[config.mk]
export PLATFORM = sky130hd
export DESIGN_NAME = morra_match_referee
export DESIGN_NICKNAME = d
export VERILOG_FILES = /design/src/rtl/morra_pkg.sv /design/src/rtl/morra_round_judge.sv /design/src/rtl/morra_match_referee.sv
export SDC_FILE = /design/constraint.sdc
export NUM_CORES = 1
export LEC_CHECK = 0
export BUFFER_PORTS_ARGS = -buffer_cell sky130_fd_sc_hd__buf_4
export CAP_MARGIN = 20
export CORE_ASPECT_RATIO = 1.25
export CORE_MARGIN = 3
export CORE_UTILIZATION = 51
export CTS_BUF_LIST = sky130_fd_sc_hd__clkbuf_8 sky130_fd_sc_hd__clkbuf_16
export DETAILED_ROUTE_END_ITERATION = 10
export GPL_TIMING_DRIVEN = 0
export PLACE_DENSITY = 0.79
export SLEW_MARGIN = 5
export SYNTH_ARGS = -nofsm -noshare
export SYNTH_HDL_FRONTEND = slang
export SYNTH_SLANG_ARGS = --single-unit
export TNS_END_PERCENT = 30
[constraint.sdc]
create_clock -name clk -period 3.3 [get_ports clk]
set_input_delay 0.33 -clock clk [delete_from_list [all_inputs] [get_ports clk]]
set_output_delay 0.33 -clock clk [all_outputs]
set_load 0.03 [all_outputs]
[src/rtl/morra_pkg.sv]
// rtl/morra_pkg.sv - shared move/result/state types and the scoring rule for the morra referee
package morra_pkg;

  typedef enum logic [1:0] {
    NONE     = 2'b00,
    ROCK     = 2'b01,
    PAPER    = 2'b10,
    SCISSORS = 2'b11
  } move_t;

  typedef enum logic [1:0] {
    NO_RES = 2'b00,
    P1     = 2'b01,
    P2     = 2'b10,
    DRAW   = 2'b11
  } res_t;

  typedef enum logic {
    PLAY = 1'b0,
    DONE = 1'b1
  } fsm_t;

  function automatic logic beats(input move_t a, input move_t b);
    return ((a == ROCK) && (b == SCISSORS)) ||
           ((a == SCISSORS) && (b == PAPER)) ||
           ((a == PAPER) && (b == ROCK));
  endfunction

endpackage

[src/rtl/morra_round_judge.sv]
// rtl/morra_round_judge.sv - combinational validity and outcome of one move pair
// A lock of NONE never blocks a move, so the top can tie the locks off when unused.
module morra_round_judge
  import morra_pkg::*;
(
  input  move_t p1_i,
  input  move_t p2_i,
  input  move_t lock1_i,
  input  move_t lock2_i,
  output logic  valid_o,
  output res_t  res_o
);

  always_comb begin
    valid_o = (p1_i != NONE) && (p2_i != NONE) &&
              (p1_i != lock1_i) && (p2_i != lock2_i);
    res_o   = NO_RES;
    if (valid_o) begin
      if (p1_i == p2_i)          res_o = DRAW;
      else if (beats(p1_i, p2_i)) res_o = P1;
      else                        res_o = P2;
    end
  end

endmodule

[src/rtl/morra_match_referee.sv]
// rtl/morra_match_referee.sv - two-player morra match referee: FSM, counters, lead and config
// Optional winner move lock is enabled by defining MORRA_MOVE_LOCK_EN.
module morra_match_referee
  import morra_pkg::*;
#(
  parameter int MIN_ROUNDS = 4,
  parameter int WIN_LEAD   = 2,
  parameter int LEAD_SAT   = 3,
  parameter int CNT_W      = 5,
  localparam int LW        = $clog2(LEAD_SAT) + 2
) (
  input  logic                 clk,
  input  logic                 reset,
  input  logic [1:0]           p1_move_i,
  input  logic [1:0]           p2_move_i,
  output logic [1:0]           round_res_o,
  output logic [1:0]           match_res_o,
  output logic                 match_done_o,
  output logic [CNT_W-1:0]     round_cnt_o,
  output logic signed [LW-1:0] lead_o
);

  localparam logic signed [LW-1:0] SAT_P  = LW'(LEAD_SAT);
  localparam logic signed [LW-1:0] SAT_N  = -SAT_P;
  localparam logic signed [LW-1:0] WIN_S  = LW'(WIN_LEAD);
  localparam logic signed [LW-1:0] ONE_S  = LW'(1);
  localparam logic [CNT_W-1:0]     MIN_C  = CNT_W'(MIN_ROUNDS);
  localparam logic [CNT_W-1:0]     ONE_C  = CNT_W'(1);

  fsm_t                 state_q;
  res_t                 round_res_q, match_res_q, mres_d;
  logic                 done_q;
  logic [CNT_W-1:0]     cnt_q, cnt_d, max_q;
  logic signed [LW-1:0] lead_q, lead_d, lead_mag;
  logic                 decide;

  move_t p1_mv, p2_mv, lock1, lock2;
  logic  valid;
  res_t  res;

  assign p1_mv = move_t'(p1_move_i);
  assign p2_mv = move_t'(p2_move_i);

  morra_round_judge u_judge (
    .p1_i    (p1_mv),
    .p2_i    (p2_mv),
    .lock1_i (lock1),
    .lock2_i (lock2),
    .valid_o (valid),
    .res_o   (res)
  );

`ifdef MORRA_MOVE_LOCK_EN
  move_t lock1_q, lock2_q;

  // Every valid round rewrites both locks; only the round winner keeps its move locked.
  always_ff @(posedge clk) begin
    if (reset) begin
      lock1_q <= NONE;
      lock2_q <= NONE;
    end else if (state_q == PLAY && valid) begin
      lock1_q <= (res == P1) ? p1_mv : NONE;
      lock2_q <= (res == P2) ? p2_mv : NONE;
    end
  end

  assign lock1 = lock1_q;
  assign lock2 = lock2_q;
`else
  assign lock1 = NONE;
  assign lock2 = NONE;
`endif

  always_comb begin
    cnt_d  = cnt_q;
    lead_d = lead_q;
    if (valid) begin
      cnt_d = cnt_q + ONE_C;
      if (res == P1 && lead_q != SAT_P) lead_d = lead_q + ONE_S;
      if (res == P2 && lead_q != SAT_N) lead_d = lead_q - ONE_S;
    end
    lead_mag = lead_d[LW-1] ? -lead_d : lead_d;
    // Lead rule is checked on the saturated lead; the round cap catches everything else.
    decide   = valid && (((cnt_d >= MIN_C) && (lead_mag >= WIN_S)) || (cnt_d == max_q));
    if (lead_d == '0)      mres_d = DRAW;
    else if (lead_d[LW-1]) mres_d = P2;
    else                   mres_d = P1;
  end

  always_ff @(posedge clk) begin
    if (reset) begin
      state_q     <= PLAY;
      round_res_q <= NO_RES;
      match_res_q <= NO_RES;
      done_q      <= 1'b0;
      cnt_q       <= '0;
      lead_q      <= '0;
      max_q       <= MIN_C + CNT_W'({p1_move_i, p2_move_i});
    end else begin
      case (state_q)
        PLAY: begin
          round_res_q <= res;
          cnt_q       <= cnt_d;
          lead_q      <= lead_d;
          if (decide) begin
            state_q     <= DONE;
            match_res_q <= mres_d;
            done_q      <= 1'b1;
          end
        end
        DONE: round_res_q <= NO_RES;
        default: state_q <= PLAY;
      endcase
    end
  end

  assign round_res_o  = round_res_q;
  assign match_res_o  = match_res_q;
  assign match_done_o = done_q;
  assign round_cnt_o  = cnt_q;
  assign lead_o       = lead_q;

endmodule

==> out/qor.txt <==
failing checks -> negative setup slack
Die Area -> 0.00350 mm2
fraction of layout cells with a size suffix above 1 -> 33.5%
Yosys cell types -> 49
gr usage total -> 19.4%
vias in the first global route -> 1198
hold wc startpoint -> p2_move_i[1]
Startpoint Class -> flop
final worst setup slack -> -53.7 ps
fillcell total -> 195
Post-Syn Nets -> 178
maximum vdd drop -> 0.000276 V
Initial Util -> 56.4%
CTS Root Cell -> clkbuf_8
Worst Path Arrival -> 3530 ps
Die X -> 53.5 um
antenna cells -> 0
# IOs -> 20
# rows -> 20
CTS Buf Count -> 3
Area contributors post-synth -> dfxtp_1 21%, edfxtp_1 10%, ha_1 7.8%
clk_lat worst skew -> 250 ps
Slew @ Worst Pin -> 866 ps
Peak Freq -> 298 MHz
power per cell area -> 443 mW/mm2
Routability Congestion -> 0.868
# setup viols final -> 2
final net count -> 210
Worst R2R Path Depth -> 14
CTS tree -> done
RR Startpoint -> lead_o[1]$_SDFFE_PP0N_
P_leak -> 0.744 nW
CP endpoint kind -> flop
clock sinks -> 20
HP Class -> input port to flop
number of routed nets with antenna violations -> 0
CP Class -> flop to flop
number of H-tree levels -> 1
final wirelength -> 3330 um
initial antenna violation count -> 0
post-synthesis sequential area ratio -> 31.3%
First-pass DRT Iterations -> 4
Initial DRC Count -> 27
Buffers on Ports -> 19
slew margin rel. -> 42.1%
total gr overflow -> 0
WHS Endpoint -> max_q[1]$_DFFE_PP_
synthesized area -> 0.00144 mm2
Async S/R FF share, synth -> 0%
r2r endpoint -> match_res_o[0]$_SDFFE_PP0P_
CP Data Required Time -> 3470 ps
largest net degree at the start of global routing -> 12
worst hold path cell count -> 1
number of synthesized flops with an enable pin -> 5
Main synth FF type -> dfxtp_1
Slew Limit Fails -> 0
hold_buf cts -> 0
Synth Register Bits -> 20
Tmin final -> 3350 ps
synthesized area per cell -> 8.83 um2
yosys warns -> 0
area grow syn2layout -> 28.0%
final setup skew -> 4.84 ps
Hold Vio Cnt, Final -> 0
Yosys top cell by area -> dfxtp_1
area share of the largest cell type after synthesis -> 20.9%
CORE AREA -> 0.00255 mm2
clock slew at reported path FFs -> 70 ps
cell count after synthesis -> 163
die height -> 65.4 um
Via density -> 5.89
hold slack -> 269 ps
Max FO, Critical Path -> 4
Synth top cells by count -> 15 x dfxtp_1, 15 x nor2_1, 13 x a21oi_1, 10 x inv_1, 9 x ha_1
first-pass GRT wire length -> 5110 um
max cap viols -> 0
dpl ws -> -339 ps
DRC violations left -> 0
maximum root-to-sink buffer count -> 2
status -> finished with violations
r2r setup slk -> -50 ps
WL/cell -> 14.7 um
DP HPWL -> 2430 um
via count -> 1337
fin crit share -> 102%
RSZ-0062 raised after global routing -> yes
Overall Power -> 815 uW
where the power goes:
part | switching (mW) | total [mW] | leakage (nW) | internal (mW)
Combinational | 0.192 | 0.350 | 0.545 | 0.157
Sequential | 0.0282 | 0.305 | 0.173 | 0.277
Clock | 0.0778 | 0.160 | 0.0269 | 0.0827
critical path, stage by stage (launching register included):
cell and delay, ps:
dfxtp_4 380, inv_4 50, ha_4 160, and3_4 180, a211oi_4 310, nor2_2 100, or3_4 380, and2_4 150
ha_4 170, or4_1 390, a311o_1 330, o311a_4 150, o21ai_4 190, buf_4 140, mux2i_1 200
cells by family after synthesis:
kind of cell	share of synthesized area (%)
compound gates	22.7
xor+xnor	8.52
fa+ha+maj	7.83
buf+inv	6.00
flops	31.3
mux	4.87
simple gates	18.8
state kept, by name, summed over array words and instances, names as in the netlist:
signal and flops:
round_cnt_o 5, lead_o 4, round_res_o 2, state_q 1, match_done_o 1, match_res_o 2
max_q 5
stage by stage:
step / area, um2 / cells / utilization (%) / setup TNS, ps
2_1_floorplan: 1480 / 163 / - / 0
6_report: 1840 / 227 / 72.2 / -105
5_1_grt: 1840 / 227 / 72.2 / -250
4_1_cts: 1720 / 220 / 67.4 / -16.8
3_5_place_dp: 1670 / 215 / 65.3 / -747
3_3_place_gp: 1670 / 215 / 65.3 / -367
metal layers:
metal	wire [um]	GRT usage, %
met5	0	0
met4	44	5.43
met3	112	3.40
met2	1840	35.9
met1	1330	21.8
repair_timing:
| item | in CTS | in global routing |
|---|---|---|
| setup buffers | 1 | 7 |
| pin swaps | 1 | 8 |
| setup endpoints to repair | 1 | 3 |
| gates resized for setup | 0 | 18 |
area by class of cell:
type	instances	area [um2]	area share, %
Sequential cell	20	457	24.8
Inverter	10	40.0	2.17
Clock buffer	3	41.3	2.24
Timing Repair Buffer	27	203	11.0
Clock inverter	1	3.75	0.204
Tap cell	33	41.3	2.24
Buffer	9	48.8	2.65
Multi-Input combinational cell	124	1010	54.7
layout by cell type (no fill, tap or decap), types with 2 or more instances in the layout:
cell and count:
or3_1 3, or4_1 2, ha_4 2, a31oi_1 3, dfxtp_1 12, clkbuf_1 5
ha_2 3, dfxtp_2 2, mux2i_1 3, o21bai_1 2, inv_1 8, nor4_1 3
nor2_1 13, nor2_2 2, xor2_1 7, xnor2_1 7, nor3_1 2, o21ai_0 5
o21ai_1 2, clkbuf_8 3, nand2b_1 5, a21oi_1 12, nand2_1 6, mux2_4 2
inv_2 2, a211oi_1 2, a21oi_2 2, ha_1 4, edfxtp_1 5, buf_4 29
nand3_1 4
worst max path at each step:
stage,from,to,cells after the start
6_report,lead_o[1]$_SDFFE_PP0N_,match_res_o[0]$_SDFFE_PP0P_,14
2_1_floorplan,p1_move_i[0],match_res_o[1]$_SDFFE_PP0P_,13
5_1_grt,lead_o[1]$_SDFFE_PP0N_,match_res_o[1]$_SDFFE_PP0P_,13
3_5_place_dp,p1_move_i[1],match_res_o[1]$_SDFFE_PP0P_,14
4_1_cts,lead_o[1]$_SDFFE_PP0N_,match_res_o[1]$_SDFFE_PP0P_,13
3_3_place_gp,p1_move_i[1],match_res_o[1]$_SDFFE_PP0P_,14
Note: power is estimated with default switching activity, not from simulation.
